--- config.mk ---
export PLATFORM = sky130hd
export DESIGN_NAME = aes_cbc_chain
export DESIGN_NICKNAME = d
export VERILOG_FILES = /design/src/rtl/aes_cbc_chain.sv
export SDC_FILE = /design/constraint.sdc
export NUM_CORES = 1
export LEC_CHECK = 0
export ABC_AREA = 1
export BUFFER_PORTS_ARGS = -buffer_cell sky130_fd_sc_hd__clkbuf_2
export CORE_ASPECT_RATIO = 2
export CORE_MARGIN = 2
export CORE_UTILIZATION = 45
export DETAILED_ROUTE_END_ITERATION = 10
export HOLD_SLACK_MARGIN = 0.06
export PLACE_DENSITY = 0.65
export REMOVE_ABC_BUFFERS = 1
export SLEW_MARGIN = 20
export SYNTH_ARGS = -nofsm -noshare
export SYNTH_HDL_FRONTEND = slang
export SYNTH_SLANG_ARGS = --single-unit
--- constraint.sdc ---
create_clock -name clk -period 37.7 [get_ports clk]
set_input_delay 1.885 -clock clk [delete_from_list [all_inputs] [get_ports clk]]
set_output_delay 1.885 -clock clk [all_outputs]
set_load 0.01 [all_outputs]
--- src/rtl/aes_cbc_chain.sv ---
// rtl/aes_cbc_chain.sv - CBC chaining and 32-bit word framing around a combinational AES-128 core
module aes_cbc_chain #(
    parameter int LEN_BLOCK = 128,
    parameter int LEN_WORD  = 32
) (
    input  logic                 clk,
    input  logic                 rst,
    input  logic                 iv_load,
    input  logic [LEN_BLOCK-1:0] iv,
    input  logic                 in_valid,
    output logic                 in_ready,
    input  logic [LEN_WORD-1:0]  in_data,
    output logic [LEN_BLOCK-1:0] enc_data,
    input  logic [LEN_BLOCK-1:0] enc_result,
    output logic                 out_valid,
    input  logic                 out_ready,
    output logic [LEN_WORD-1:0]  out_data,
    output logic                 busy
);

    // Four words per block; the counter is two bits wide and the last index is 3.
    localparam int                 PART_W   = LEN_BLOCK - LEN_WORD;
    localparam logic [1:0]         LAST_IDX = 2'd3;

    typedef enum logic [1:0] {
        COLLECT = 2'd0,
        ENC     = 2'd1,
        EMIT    = 2'd2
    } state_t;

    state_t               state, state_n;
    logic [1:0]           cnt, cnt_n;
    logic                 in_ready_n;
    logic                 out_valid_n;
    logic [PART_W-1:0]    part_buf;
    logic [LEN_BLOCK-1:0] chain;
    logic [LEN_BLOCK-1:0] result;

    // Datapath strobes decoded by the next-state logic.
    logic                 word_take;
    logic                 block_done;
    logic                 enc_step;
    logic                 in_fire;
    logic                 out_fire;

    assign in_fire  = in_valid && in_ready;
    assign out_fire = out_valid && out_ready;

    // Control registers: state, word counter, handshake flags and busy.
    always_ff @(posedge clk or posedge rst) begin
        if (rst) begin
            state     <= COLLECT;
            cnt       <= 2'd0;
            in_ready  <= 1'b0;
            out_valid <= 1'b0;
            busy      <= 1'b0;
        end else begin
            state     <= state_n;
            cnt       <= cnt_n;
            in_ready  <= in_ready_n;
            out_valid <= out_valid_n;
            busy      <= (state_n != COLLECT);
        end
    end

    // Next-state and strobe decode; iv_load overrides every other event.
    always_comb begin
        state_n     = state;
        cnt_n       = cnt;
        in_ready_n  = in_ready;
        out_valid_n = out_valid;
        word_take   = 1'b0;
        block_done  = 1'b0;
        enc_step    = 1'b0;

        if (iv_load) begin
            state_n     = COLLECT;
            cnt_n       = 2'd0;
            in_ready_n  = 1'b1;
            out_valid_n = 1'b0;
        end else begin
            case (state)
                COLLECT: begin
                    // in_ready comes up on the first edge after reset release.
                    in_ready_n  = 1'b1;
                    out_valid_n = 1'b0;
                    if (in_fire) begin
                        word_take = 1'b1;
                        if (cnt == LAST_IDX) begin
                            block_done = 1'b1;
                            cnt_n      = 2'd0;
                            in_ready_n = 1'b0;
                            state_n    = ENC;
                        end else begin
                            cnt_n = cnt + 2'd1;
                        end
                    end
                end
                ENC: begin
                    enc_step    = 1'b1;
                    in_ready_n  = 1'b0;
                    out_valid_n = 1'b1;
                    cnt_n       = 2'd0;
                    state_n     = EMIT;
                end
                EMIT: begin
                    in_ready_n = 1'b0;
                    if (out_fire) begin
                        if (cnt == LAST_IDX) begin
                            cnt_n       = 2'd0;
                            out_valid_n = 1'b0;
                            in_ready_n  = 1'b1;
                            state_n     = COLLECT;
                        end else begin
                            cnt_n = cnt + 2'd1;
                        end
                    end
                end
                default: begin
                    state_n     = COLLECT;
                    cnt_n       = 2'd0;
                    in_ready_n  = 1'b1;
                    out_valid_n = 1'b0;
                end
            endcase
        end
    end

    // Partial block buffer: first three words of a block, oldest in the top bits.
    always_ff @(posedge clk or posedge rst) begin
        if (rst) begin
            part_buf <= '0;
        end else if (word_take && !block_done) begin
            part_buf <= {part_buf[PART_W-LEN_WORD-1:0], in_data};
        end
    end

    // Cipher input register: the completed block XORed with the chaining value.
    always_ff @(posedge clk or posedge rst) begin
        if (rst) begin
            enc_data <= '0;
        end else if (block_done) begin
            enc_data <= {part_buf, in_data} ^ chain;
        end
    end

    // Chaining value and ciphertext capture; the core output is sampled in ENC.
    always_ff @(posedge clk or posedge rst) begin
        if (rst) begin
            chain  <= '0;
            result <= '0;
        end else if (iv_load) begin
            chain  <= iv;
        end else if (enc_step) begin
            chain  <= enc_result;
            result <= enc_result;
        end
    end

    // Output word select; word 0 is the most significant 32 bits.
    always_comb begin
        out_data = result[LEN_BLOCK-1 -: LEN_WORD];
        case (cnt)
            2'd0:    out_data = result[LEN_BLOCK-1              -: LEN_WORD];
            2'd1:    out_data = result[LEN_BLOCK-1-LEN_WORD     -: LEN_WORD];
            2'd2:    out_data = result[LEN_BLOCK-1-2*LEN_WORD   -: LEN_WORD];
            default: out_data = result[LEN_BLOCK-1-3*LEN_WORD   -: LEN_WORD];
        endcase
    end

endmodule

==> impl_metrics.tcl, run 1 <==
set metrics [dict create \
    grt_pass1_wl_um 108000 \
    worst_pin_slew_ns 1.12 \
    final.period_utilization_pct 12.8 \
    clockBufferDepth 3 \
    grt_max_degree 155 \
    rsz0062_at_grt "false" \
    cts_root_buffer "clkbuf_16" \
    drt-initial-drc-count 1345 \
    cts_sinks 487 \
    core_um2 48200 \
    areaGrowthSynthToFinish_pct 18.9 \
    synth_flop_cell "dfrtp_1" \
    port-buffer-count 455 \
    yosysSeqAreaShare_pct 55.6 \
    grt_overflow 0 \
    synth.cell_area_um2 21900 \
    instances_no_fill 3907 \
    yosysUniqueCellTypes 20 \
    place_inst 3827 \
    timing.hold.ws_ns 0.469 \
    synth_warnings 0 \
    synth-edff-count 0 \
    vias 19900 \
    dpl.hpwl_um 45200 \
    async_reset_ff_share_pct 100 \
    maxSlewHeadroom_pct 25.1 \
    post_cts_resized 0 \
    dieArea_um2 50600 \
    postCtsSetupBuffers 0 \
    final_cell_mix "nand2_1 (1396), dfrtp_1 (487), clkbuf_2 (454)" \
    power_density_nw_per_um2 70.8 \
    ios 456 \
    row_count 114 \
    dr.pass1.iters 5 \
    cp_max_fo 18 \
    finalPower_mw 1.84 \
    startpoint_type "flip-flop" \
    drc 0 \
    grt_pass1_vias 19800 \
    clk_pin_slew_worst_paths_ns 0.07 \
    ys_seq_elements 487 \
    hold_path_class "flip-flop to flip-flop" \
    crit_type "flip-flop to output port" \
    die_w_um 160 \
    fin_skew_ns 0.0201 \
    hold_buffers 0 \
    leakage_nw 15.2 \
    clk_latency_ns 0.57 \
    cp-end-kind "output port" \
    vias_per_cell 5.10 \
    fmax_mhz 208 \
    drive_above_1_share_pct 17.2 \
    antenna_found_initial 6 \
    layout.nets 3533 \
    setup_tns_ns 0 \
    drv_cap 0 \
    final_antenna_net_count 0 \
    place.gp.congestion 0.847 \
    cts_htree_levels 2 \
    routed_wl_um 69800 \
    setup_viol 0 \
    layout_commonest_cell "nand2_1" \
    arrival_ns 2.92 \
    cts_tree "done" \
    finalHoldViolCount 0 \
    syn_inst 2857 \
    synth.avg_cell_area_um2 7.67 \
    finalCriticalPeriod_ns 4.81 \
    avgRoutedWirePerCell_um 17.9 \
    die_y_um 316 \
    outcome "completed" \
    drv_slew 0 \
    max-vdd-ir-drop_v 0.0000414 \
    start_util_pct 45.4 \
    cp.required_ns 35.81 \
    grt_use_total_pct 27.5 \
    cts_made_buffers 45 \
]
[routing by layer]
metal	share of wire, %	vias to the layer above	global-route usage [%]
met5	0.086	-	0
met4	5.8	10	14.9
met3	6.7	193	4.72
met2	49	767	47.3
met1	38	9451	33.0
li1	-	9518	-
[area by class of cell]
class	instances	area (um2)
fill	4736	22200
antenna	1	2.50
multi-input combinational	1964	8060
clock buffer	61	1280
tap	638	798
clock inverter	18	250
timing repair buffer	475	2460
inverter	263	1000
sequential	487	12200
[power by group]
part	leakage (nW)	total (mW)	switching, mW	internal [mW]
Clock	0.756	0.482	0.204	0.278
Sequential	6.21	0.819	0.123	0.696
Combinational	8.22	0.542	0.348	0.195
[cell usage after synthesis (2+ instances only)]
cell type,n,area (um2)
nand2_1,1397,5240
nand3_1,235,1180
ha_1,4,50.1
inv_2,2,7.51
inv_1,260,976
buf_4,17,128
clkbuf_1,49,184
a31oi_1,32,200
buf_2,73,365
dfrtp_1,487,12200
o21ai_1,7,35.0
a21oi_1,53,265
nor2_1,99,372
o21ai_0,133,666
buf_1,4,15.0
[per-stage QoR]
step | utilization [%] | setup slack (ns) | area [um2]
after floorplan | - | 22.22 | 21200
after global placement | 50.8 | 32.51 | 24500
after detailed placement | 50.8 | 32.43 | 24500
after CTS | 54.0 | 32.93 | 26000
after global routing | 54.0 | 32.81 | 26000
final | 54.0 | 32.89 | 26000
[state kept, by name, summed over array words and instances, names as in the netlist]
name / cells
chain: 128
enc_data: 128
result: 128
part_buf: 96
cnt: 2
state: 2
busy: 1
in_ready: 1
out_valid: 1
[cell families (layout without fill, tap and decap cells)]
| group | count (synthesis) | after routing | share of synthesized area [%] |
|---|---|---|---|
| AO/OA/AOI/OAI | 225 | 225 | 5.32 |
| adder cells (fa/ha/maj) | 4 | 4 | 0.229 |
| buffers and inverters | 406 | 817 | 7.67 |
| flip-flops | 487 | 487 | 55.6 |
| other | 0 | 1 | 0 |
| AND/OR/NAND/NOR | 1735 | 1735 | 31.1 |
[critical path, cell delays in order (launching register included)]
cell	delay (ns)
dfrtp_1	0.43
inv_1	0.13
ha_2	0.57
buf_4	0.47
a21oi_1	0.11
a31oi_1	0.39
clkbuf_2	0.22
[final timing paths]
path                            cells past startpoint            to        from  slack, ns
worst max-delay path                                6   out_data[9]      cnt[0]      32.89
worst min-delay path                                2    result[77]  result[77]       0.47
worst max register to register                      8  enc_data[32]      cnt[0]      33.97
worst min register to register                      2    result[77]  result[77]       0.47
max in group asynchronous                           4    chain[114]         rst      33.92
min in group asynchronous                           2  enc_data[49]         rst       1.51
No activity file was read; power rests on OpenSTA's default activity.
==> run 2, diff against run 1 <==
--- a/config.mk
+++ b/config.mk
@@ -5,7 +5,7 @@
 export SDC_FILE = /design/constraint.sdc
 export NUM_CORES = 1
 export LEC_CHECK = 0
-export ABC_AREA = 1
+export ABC_AREA = 0
 export BUFFER_PORTS_ARGS = -buffer_cell sky130_fd_sc_hd__clkbuf_2
 export CORE_ASPECT_RATIO = 2
 export CORE_MARGIN = 2
==> constraint.sdc (replaced) <==
create_clock -name clk -period 5 [get_ports clk]
set_input_delay 0.25 -clock clk [delete_from_list [all_inputs] [get_ports clk]]
set_output_delay 0.25 -clock clk [all_outputs]
set_load 0.01 [all_outputs]
==> impl_metrics.tcl, run 2 <==
set metrics [dict create \
    cp-end-kind "flip-flop" \
    cts_root_buffer "clkbuf_16" \
    cts_htree_levels 2 \
    setup_viol 0 \
    antenna_found_initial 7 \
    cp.depth 5 \
    grt_pass1_wl_um 96900 \
    start_util_pct 45.4 \
    core_um2 46700 \
    fmax_mhz 321 \
    timing.hold.ws_ns 0.103 \
    crit_family "buffers and inverters" \
    grt_pass1_vias 18100 \
    cts_tree "done" \
    port-buffer-count 455 \
    drc 0 \
    grt_use_total_pct 25.5 \
    clk_pin_slew_worst_paths_ns 0.06 \
    synth_top_area_cell "dfrtp_1" \
    layout.nets 2703 \
    synth_top_area_share_pct 57.5 \
    yosysUniqueCellTypes 26 \
    crit_buf_inv 2 \
    finalCriticalPeriod_ns 3.12 \
    leakage_nw 14.5 \
    synth_flop_cell "dfrtp_1" \
    ios 456 \
    synth_most_common_cell "dfrtp_1" \
    cts_sinks 487 \
    cp.required_ns 5.45 \
    clk_latency_ns 0.58 \
    reg_top3 "chain x128, enc_data x128, result x128" \
    drv_slew 0 \
    grt_use_met3_pct 4.53 \
    hold_buffers 411 \
    dr.pass1.iters 5 \
    startpoint_type "flip-flop" \
    vias_per_cell 5.18 \
    die_y_um 311 \
    post_cts_resized 0 \
    synth.avg_cell_area_um2 13.5 \
    synth_common_cells "dfrtp_1 (487), mux2_2 (241), mux2i_1 (162)" \
    routed_wl_um 62400 \
    synth-edff-count 0 \
    areaGrowthSynthToFinish_pct 39.9 \
    outcome "completed" \
    drt-initial-drc-count 792 \
    dieArea_um2 49000 \
    postCtsSetupBuffers 0 \
    synthTopCellsByArea "dfrtp_1 (57%), mux2_2 (13%), mux2i_1 (7.6%)" \
    hold_depth 3 \
    fillers 3481 \
    grt_max_degree 142 \
    place.gp.congestion 0.799 \
    grtUsageMet2_pct 45.9 \
    final.period_utilization_pct 62.4 \
    slowest_stage "nand2b_4" \
    drive_above_1_share_pct 32.7 \
    arrival_ns 3.57 \
    layout_commonest_cell "dfrtp_1" \
    fin_skew_ns 0.0195 \
    synth_warnings 0 \
    design_area_um2 29700 \
    clockBufferDepth 3 \
    synth.cell_area_um2 21200 \
    yosysSeqAreaShare_pct 57.5 \
    grt_overflow 0 \
    maxSlewHeadroom_pct 26.7 \
    grtUsageMet1_pct 27.4 \
    hold_path_class "input port to flip-flop" \
    worst_pin_slew_ns 1.10 \
    cp_slowest_stage_delay_ns 0.69 \
    row_count 112 \
    final_antenna_net_count 0 \
    dpl_cell_area_um2 24000 \
    die_w_um 158 \
    dpl.hpwl_um 37700 \
    max-vdd-ir-drop_v 0.000378 \
    rr_worst_depth 5 \
    rsz0062_at_grt "false" \
    syn_inst 1574 \
    drv_cap 0 \
    final_cell_mix "dfrtp_1 (487), clkbuf_2 (454), dlygate4sd3_1 (411)" \
    ys_seq_elements 487 \
    async_reset_ff_share_pct 100 \
    top_usage_layer "met2" \
    power_density_nw_per_um2 376 \
    crit_chain "nand2b_4 -> buf_4 -> mux2i_1 -> o21ai_0 -> dlygate4sd3_1" \
    avgRoutedWirePerCell_um 20.3 \
    cts_made_buffers 45 \
    cp_max_fo 33 \
    vias 15900 \
    crit_type "flip-flop to flip-flop" \
    finalHoldViolCount 0 \
]
## run 2: cell count changes after synthesis, moves of 95 or more
| cell | before | now |
|---|---|---|
| nand2_1 | 1397 | 133 |
| nor2_1 | 99 | 4 |
| mux2_2 | 0 | 241 |
| mux2i_1 | 0 | 162 |
| inv_1 | 260 | 35 |
| mux2_1 | 0 | 111 |
| nand3_1 | 235 | 1 |
| xor2_1 | 0 | 128 |
## run 2: logic make-up after synthesis
kind of cell / after synthesis / share of synthesized area [%]
AO/OA/AOI/OAI: 163 / 4.63
flip-flops: 487 / 57.5
adder cells (fa/ha/maj): 4 / 0.236
multiplexers: 514 / 26.3
XOR/XNOR: 129 / 5.33
AND/OR/NAND/NOR: 146 / 2.76
buffers and inverters: 131 / 3.24
## run 2: routing by layer
metal | wire [um] | vias up
met1 | 22700 | 7985
met5 | 0 | -
li1 | - | 7174
met3 | 3300 | 192
met2 | 32700 | 587
met4 | 3740 | 0
## run 2: metrics by stage
stage	setup TNS, ns	setup WS, ns	instances	power (mW)	util, %
after floorplan	-5459.51	-8.84	1478	6.31	-
after global placement	0	2.05	2575	7.14	51.3
after detailed placement	0	1.99	2575	7.23	51.3
after CTS	0	1.84	3068	11.2	63.5
after global routing	0	1.76	3075	11.7	63.6
final	0	1.88	3075	11.2	63.6
## run 2: final timing paths
kind / startpoint / end / slack, ns
min in group asynchronous: rst / enc_data[56] / 0.32
max in group asynchronous: rst / enc_data[70] / 3.32
max: state[1] / chain[0] / 1.88
max reg2reg: state[1] / chain[0] / 1.88
min: out_ready / state[1] / 0.10
min reg2reg: enc_data[60] / enc_data[60] / 0.49
## run 2: cell type report
type	instances	area (um2)	area share, %
repair buffers	881	6560	22.1
multi-input cells	956	8390	28.3
inverters	35	144	0.485
clock inverters	17	228	0.768
well taps	627	785	2.65
clock buffers	65	1340	4.53
diodes	7	17.5	0.0591
flip-flops and latches	487	12200	41.1
## run 2: power by group
part	internal (mW)	leakage, nW	switching, mW	total [mW]
logic	1.24	7.61	1.06	2.30
registers	4.68	6.15	0.506	5.19
clock network	2.13	0.781	1.54	3.67
total	8.06	14.5	3.10	11.2
## run 2: worst reg2reg max path, stage by stage (launching register included)
cell,delay [ns]
dfrtp_1,0.55
nand2b_4,0.69
buf_4,0.68
mux2i_1,0.34
o21ai_0,0.13
dlygate4sd3_1,0.61
==> run 3, diff against run 2 <==
--- a/config.mk
+++ b/config.mk
@@ -12,7 +12,7 @@
 export CORE_UTILIZATION = 45
 export DETAILED_ROUTE_END_ITERATION = 10
 export HOLD_SLACK_MARGIN = 0.06
-export PLACE_DENSITY = 0.65
+export PLACE_DENSITY = 0.68
 export REMOVE_ABC_BUFFERS = 1
 export SLEW_MARGIN = 20
 export SYNTH_ARGS = -nofsm -noshare
==> constraint.sdc (replaced) <==
create_clock -name clk -period 2.8 [get_ports clk]
set_input_delay 0.14 -clock clk [delete_from_list [all_inputs] [get_ports clk]]
set_output_delay 0.14 -clock clk [all_outputs]
set_load 0.01 [all_outputs]
==> impl_metrics.tcl, run 3 (synthesis results as in run 2) <==
set metrics [dict create \
    timing.hold.ws_ns 0.106 \
    finalCriticalPeriod_ns 2.66 \
    avgRoutedWirePerCell_um 20.9 \
    grt_pass1_vias 18200 \
    cp.required_ns 2.66 \
    place_inst 2592 \
    clk_pin_slew_worst_paths_ns 0.06 \
    hold_path_class "input port to flip-flop" \
    core_um2 46700 \
    grt_use_total_pct 26.6 \
    layout_commonest_cell "dfrtp_1" \
    hold_depth 4 \
    r2r_end "out_valid" \
    fmax_mhz 375 \
    power_density_nw_per_um2 678 \
    layout.nets 2728 \
    maxSlewHeadroom_pct 46.6 \
    fin_skew_ns 0.0173 \
    cts_root_buffer "clkbuf_16" \
    cts_sinks 487 \
    reg_top3 "chain x128, enc_data x128, result x128" \
    postCtsSetupBuffers 0 \
    dr.pass1.iters 8 \
    instances_no_fill 3103 \
    cp-end-kind "output port" \
    dieArea_um2 49000 \
    ios 456 \
    place.gp.congestion 0.833 \
    drv_cap 0 \
    rrSetupSlack_ns 0.41 \
    clk_latency_ns 0.57 \
    r2r_start "cnt[1]" \
    dpl_cell_area_um2 24200 \
    worst_pin_slew_ns 0.801 \
    grt_max_degree 169 \
    design_area_um2 30100 \
    finalHoldViolCount 0 \
    cts_made_buffers 44 \
    cts_htree_levels 2 \
    rsz0062_at_grt "false" \
    die_y_um 311 \
    grt_pass1_wl_um 100000 \
    routed_wl_um 65000 \
    arrival_ns 2.52 \
    drc 0 \
    hold_path_end "cnt[1]" \
    final_cell_mix "dfrtp_1 (486), clkbuf_2 (454), dlygate4sd3_1 (420)" \
    port-buffer-count 455 \
    max-vdd-ir-drop_v 0.000535 \
    start_util_pct 45.4 \
    setup_tns_ns 0 \
    cts_tree "done" \
    vias 16200 \
    startpoint_type "flip-flop" \
    outcome "completed" \
    dpl.hpwl_um 40000 \
    leakage_nw 14.7 \
    final_antenna_net_count 0 \
    setup_viol 0 \
    cp_max_fo 18 \
    final.period_utilization_pct 95.2 \
    areaGrowthSynthToFinish_pct 42.2 \
    grt_overflow 0 \
    drv_slew 0 \
    fillers 3388 \
    crit_type "flip-flop to output port" \
    rr_worst_depth 5 \
    antenna_found_initial 11 \
    hp-start "iv_load" \
    clockBufferDepth 3 \
    vias_per_cell 5.23 \
    drive_above_1_share_pct 33.0 \
    drt-initial-drc-count 832 \
    die_w_um 158 \
    row_count 112 \
]
==> run 3: cell types whose count changed in the layout (fill, tap and decap cells not counted), sizes merged <==
cell         change
buf             +17
diode            +2
bufinv           +5
dlygate4sd3      +9
clkinv           -4
clkbuf           -2
inv              +1
==> run 3: what timing repair did <==
item / CTS / global route
endpoints found under the hold margin: 398 / 0
pin swaps: 0 / 2
gates resized for setup: 0 / 4
setup endpoints to repair: 1 / 9
hold buffers: 420 / 0
==> run 3: layout make-up <==
type	count	area [um2]	area share, %
sequential	487	12200	40.4
multi-input combinational	956	8420	27.9
timing repair buffer	907	6940	23.0
clock buffer	63	1290	4.29
tap	627	785	2.60
clock inverter	19	353	1.17
inverter	35	139	0.461
antenna	9	22.5	0.0747
==> run 3: per-stage QoR <==
| step | worst slack (ns) | power, mW | util, % |
|---|---|---|---|
| after global routing | 0.00735 | 21.4 | 64.6 |
| after CTS | -0.0129 | 20.5 | 64.5 |
| after floorplan | -10.93 | 11.3 | - |
| after detailed placement | 0.508 | 13.0 | 51.9 |
| final | 0.135 | 20.4 | 64.6 |
| after global placement | 0.565 | 12.8 | 51.9 |
==> run 3: layer usage <==
layer  GRT usage (%)  routed length [um]  up-vias  part of all wire (%)
li1                -                   -     7208                     -
met4            14.8                3620        4                   5.6
met2            47.2               34100      626                    52
met1            29.7               24100     8188                    37
met3            4.35                3240      201                   5.0
met5               0                  27        -                 0.042
==> run 3: where the power goes <==
part / leakage (nW) / internal, mW / total (mW) / switching (mW)
Clock: 0.814 / 4.15 / 6.92 / 2.77
Sequential: 6.15 / 8.37 / 9.30 / 0.938
Combinational: 7.79 / 2.28 / 4.22 / 1.94
Total: 14.7 / 14.8 / 20.4 / 5.65
==> run 3: critical path, cell delays in order (launching register included) <==
cell and delay, ns:
dfrtp_2 0.45, inv_1 0.14, ha_4 0.30, buf_4 0.23
a222oi_1 0.50, mux2i_1 0.16, clkbuf_2 0.17
==> run 3: how the worst max path moves through the flow <==
stage | from | endpoint | depth (start not counted) | slack, ns
6_report | cnt[0] | out_data[29] | 6 | 0.14
5_1_grt | cnt[1] | out_data[29] | 6 | 0.007
4_1_cts | cnt[0] | out_data[15] | 6 | -0.01
3_5_place_dp | cnt[0] | part_buf[80] | 6 | 0.51
3_3_place_gp | cnt[0] | part_buf[79] | 6 | 0.56
2_1_floorplan | rst | busy | 1 | -10.93
